**config.mk**
```make
export PLATFORM = sky130hd
export DESIGN_NAME = wb_regfile
export DESIGN_NICKNAME = d
export VERILOG_FILES = /design/src/rtl/wb_regfile.sv
export SDC_FILE = /design/constraint.sdc
export NUM_CORES = 2
export LEC_CHECK = 0
export CORE_MARGIN = 3
export CORE_UTILIZATION = 45
export CTS_CLUSTER_DIAMETER = 60
export DETAILED_ROUTE_END_ITERATION = 8
export SLEW_MARGIN = 15
export SYNTH_ARGS = -nofsm -noshare
export SYNTH_HDL_FRONTEND = slang
export SYNTH_SLANG_ARGS = --single-unit
export TNS_END_PERCENT = 50
```
**constraint.sdc**
```tcl
create_clock -name clk -period 2.4 [get_ports clk]
set_input_delay 0.48 -clock clk [delete_from_list [all_inputs] [get_ports clk]]
set_output_delay 0.48 -clock clk [all_outputs]
set_load 0.01 [all_outputs]
```
**src/rtl/wb_regfile.sv**
```systemverilog
// Write-back stage and 32 x 32-bit architectural register file.
// Selects the write-back value, commits it, and serves two combinational
// ID-stage read ports with same-cycle write-through bypass.
module wb_regfile (
  input  logic        clk,
  input  logic        rst,
  input  logic        wb_en,
  input  logic [1:0]  mem_wb_wb,
  input  logic [4:0]  mem_wb_wreg,
  input  logic [31:0] mem_wb_rd,
  input  logic [31:0] mem_wb_alu,
  input  logic [4:0]  rs_addr,
  input  logic [4:0]  rt_addr,
  output logic [31:0] rs_data,
  output logic [31:0] rt_data,
  output logic [31:0] wb_data,
  output logic        wb_we,
  output logic [31:0] commit_cnt
);

  logic [31:0] regs [32];

  // Write-back value selection and effective write enable. Register 0 is
  // masked here so it never commits, counts or bypasses.
  always_comb begin
    wb_data = mem_wb_wb[0] ? mem_wb_rd : mem_wb_alu;
    wb_we   = wb_en & mem_wb_wb[1] & (mem_wb_wreg != 5'd0) & ~rst;
  end

  // Register file storage; reset clears every entry and wins over a write.
  always_ff @(posedge clk) begin
    if (rst) begin
      for (int i = 0; i < 32; i++) begin
        regs[i] <= 32'd0;
      end
    end else if (wb_we) begin
      regs[mem_wb_wreg] <= wb_data;
    end
  end

  // Commit counter; wraps silently.
  always_ff @(posedge clk) begin
    if (rst) begin
      commit_cnt <= 32'd0;
    end else if (wb_we) begin
      commit_cnt <= commit_cnt + 32'd1;
    end
  end

  // Read port A with zero-register and write-through bypass.
  always_comb begin
    if (rs_addr == 5'd0) begin
      rs_data = 32'd0;
    end else if (wb_we && (mem_wb_wreg == rs_addr)) begin
      rs_data = wb_data;
    end else begin
      rs_data = regs[rs_addr];
    end
  end

  // Read port B, identical to port A.
  always_comb begin
    if (rt_addr == 5'd0) begin
      rt_data = 32'd0;
    end else if (wb_we && (mem_wb_wreg == rt_addr)) begin
      rt_data = wb_data;
    end else begin
      rt_data = regs[rt_addr];
    end
  end

endmodule

```
==> After elaboration in Yosys (flattened, before gate mapping) <==
Memories as Yosys holds them, arrays and structs flattened.
Index checks and enable logic that the tools add are counted.
{ "word_totals": {"ramBits": 1024, "out_inout_bits": 129, "memories": 1, "reg_bits": 32, "input_bits": 84} }
{ "memory_table": {"columns": ["memory", "depth", "width", "read_ports", "rd_ports_with_merged_regs", "write_ports", "line_no", "text"], "rows": [
  ["regs", 32, 32, 2, 0, 32, "21", "logic [31:0] regs [32];"]
]} }
{ "op_classes": {"n_eq_ne": 2, "reduce_logical": 6, "muxes": 13, "n_bitwise": 4, "addsub": 1} }
{ "op_table": {"columns": ["cell", "count"], "rows": [
  ["$mux 32", 6],
  ["$add 32x1->32 const B", 1],
  ["$reduce_or 32->1", 1],
  ["$eq 5x5->1", 2],
  ["$logic_not 5->1", 2],
  ["$mux 1", 6],
  ["$mux 5", 1],
  ["$reduce_bool 5->1", 1],
  ["$and 1x1->1", 3],
  ["$logic_and 1x1->1", 2],
  ["$not 1->1", 1]
]} }

==> Longest topological paths before layout <==
{ "logic_depth": {"word_depth": 8, "depth_mapped": 10, "ltp_nobuf": 5} }

==> Least setup slack after synthesis <==
OpenSTA, ideal clock, no wires.
{ "synth_timing": {"path_kind": "input-to-reg", "from": "input port mem_wb_wreg[0]", "to": "memory regs[4][0], enable pin", "path_slack_ps": -201, "n_path_buf": 1, "t_required_ps": 2006, "arrival_time_ps": 2207, "path_stages": 5, "cell_sequence": "buf_2 or2_2 nor2_1 nand2_1 nand2b_1"} }
{ "synth_rtl": {"columns": ["element", "line_no", "text"], "rows": [
  ["from (decl)", "9", "input logic [4:0] mem_wb_wreg,"],
  ["to (decl)", "21", null]
]} }

==> results_dict.tcl <==
set metrics [dict create \
    vias 43246 \
    drc_errors 0 \
    violations "negative setup slack" \
    synth_area_leaders "edfxtp_1, mux4_2, nor2_1" \
    total_power_mw 48.2 \
    ys_seq_elements 1056 \
    dp.cells 6332 \
    synthFlopType "edfxtp_1" \
    max_stage_delay_ns 0.49 \
    dr.pass1.iters 6 \
    numCtsBuffers 120 \
    hold_viol 0 \
    gp_congestion 0.913 \
    worst_ep_arrival_time_ns 2.64 \
    synth_most_common_cell "nor2_1" \
    grt_max_degree 52 \
    grt_usage_pct 34.5 \
    root_buffer "clkbuf_16" \
    worstHoldStart "rst" \
    hp-class "input pin to flop" \
    die_area_um2 127000 \
    clock-sinks 1056 \
    p_leak_nw 26.8 \
    path_clk_slew_ns 0.06 \
    die_x_um 356 \
    htreeDepth 3 \
    grt_pass1_wl_um 310000 \
    worstSetupPathType "flop to output port" \
    fillers 9239 \
    synth_area_um2 55100 \
    whs_ns 0.420 \
    rsz0062_at_grt "true" \
    fin_crit_ns 3.12 \
    final_antenna_net_count 0 \
    period_share_pct 130 \
    setup_slack_ns -0.719 \
    initial_utilization_pct 45.6 \
    overflow 0 \
    ir_worst_vdd_v 0.000659 \
    crit_fanout 2 \
    avgSynthCellArea_um2 13.2 \
    synth_edf_count 1024 \
    slowest_stage "mux4_2" \
    layout-drive-gt1-share_pct 40.0 \
    post_drt_wl_per_cell_um 33.6 \
    cts_tree "yes" \
    async_flop_share_pct 0 \
    yosysSeqAreaShare_pct 57.0 \
    yosysUniqueCellTypes 64 \
    grt_pass1_vias 42825 \
    maxSlewViolCount 0 \
    r2r_cells 5 \
    antenna_found_initial 5 \
    clk_latency_ns 0.71 \
    netlist_instances 4167 \
    synth.top_cell.area_share_pct 55.8 \
    tightest_slew_ns 0.898 \
    max_slew_margin_pct 39.8 \
    cp_num_cells 6 \
    crit_buf_inv 2 \
    synth_area_leader_cell "edfxtp_1" \
    die_h_um 356 \
    cp_top_family "compound AO/OA/AOI/OAI gates" \
    setup_viol 71 \
    drt_iter0_drc 6613 \
    max_freq_mhz 321 \
    crit_chain "mux4_2, o211ai_1, a21oi_1, buf_4, o31a_1, buf_2" \
    seqCellArea_um2 31400 \
    cts.path.max_buffers 3 \
    routed_wl_um 222000 \
    multiInputGateArea_um2 24800 \
    finClkSkew_ns 0.0149 \
    rows 127 \
    r2r_start "commit_cnt[10]" \
    crit_path_start_kind "flop" \
    p_per_area_nw_per_um2 654 \
    dp_hpwl_um 149000 \
    port_buffers 212 \
    area_growth_pct 33.6 \
    cp-startpoint "regs[2][15]" \
    status "finished, violations left" \
    worstPathRequired_ns 1.92 \
    min_path_cells 3 \
    synth_warnings 0 \
    viasPerCell 6.55 \
    endpoint_kind "output port" \
    io_pins 213 \
    fin_cells 6602 \
    pre_cts_ws_ns -1.37 \
    finalNetCount 4979 \
    maxCapViolCount 0 \
    synthTopCellsByCount "nor2_1, edfxtp_1, mux4_2" \
    core_area_um2 121000 \
]
## area by class of cell
class | count | area share [%]
inverter | 37 | 0.189
timing repair buffer | 1018 | 15.6
sequential | 1056 | 42.6
multi-input combinational | 2661 | 33.7
clock buffer | 144 | 4.26
tap | 1612 | 2.74
clock inverter | 73 | 0.897
antenna | 1 | 0.00340
## report_power, final
group	internal (mW)	switching [mW]	total (mW)
combinational	3.84	4.55	8.39
clock	10.4	7.74	18.2
sequential	21.2	0.488	21.6
total	35.4	12.8	48.2
## worst paths after layout
| kind | endpoint | slack (ns) |
|---|---|---|
| min | commit_cnt[4] | 0.42 |
| min reg2reg | commit_cnt[31] | 0.47 |
| max reg2reg | commit_cnt[30] | 0.31 |
| max | rt_data[15] | -0.72 |
## through the flow
| step | utilization (%) | area [µm²] | setup TNS [ns] |
|---|---|---|---|
| after floorplan | - | 55700 | -41.14 |
| after global placement | 54.8 | 66200 | -374.21 |
| after detailed placement | 54.8 | 66200 | -406.77 |
| after CTS | 60.2 | 72700 | -34.89 |
| after global routing | 61.0 | 73600 | -36.16 |
| final | 61.0 | 73600 | -33.61 |
## registers in the layout, indices dropped and copies added (netlist names)
signal	flops
commit_cnt	32
regs	1024
## timing repair
item / in CTS / in global routing
hold buffers: 0 / 0
endpoints found under the setup margin: 94 / 82
pin swaps: 141 / 101
buffers inserted: 74 / 31
gates cloned: 12 / 7
gates resized for setup: 742 / 140
## cell usage in the layout (no fill, tap or decap), drive strengths merged, types with 19 or more instances in the layout
cell type      Yosys  layout
nor2            1123    1123
a221o             60      60
mux2             144     144
a311oi            48      48
conb               1      32
o22ai            111     111
inv               37      43
clkdlybuf4s50      0     110
nand2b            41      41
edfxtp          1024    1024
xnor2             19      19
dfxtp             32      32
mux2i            233     233
clkinv             0      54
o221ai            50      50
buf              153     875
a21oi             37      37
clkbuf           291     157
nand2             60      60
mux4             349     349
nor3             141     141
## metal layers
metal | wire, µm | GRT usage [%]
met1 | 78800 | 45.7
met3 | 31600 | 9.98
met2 | 99900 | 52.6
met4 | 11600 | 16.1
met5 | 0 | 0
## cells by family after synthesis
group | count (synthesis) | share of synthesized area, %
simple gates | 1453 | 11.0
mux | 726 | 21.4
flops | 1056 | 57.0
other cells | 1 | 0.00680
compound gates | 417 | 5.77
buf+inv | 481 | 4.31
xor+xnor | 32 | 0.509
fa+ha+maj | 1 | 0.0227
## worst reg2reg max path, cell delays in order, from the launching register on
cell and delay [ns]:
dfxtp_1 0.42, and4_1 0.30, nand4_1 0.30, or3_4 0.50, or3_1 0.35, a21oi_1 0.14
No activity file was read; power rests on OpenSTA's default activity.
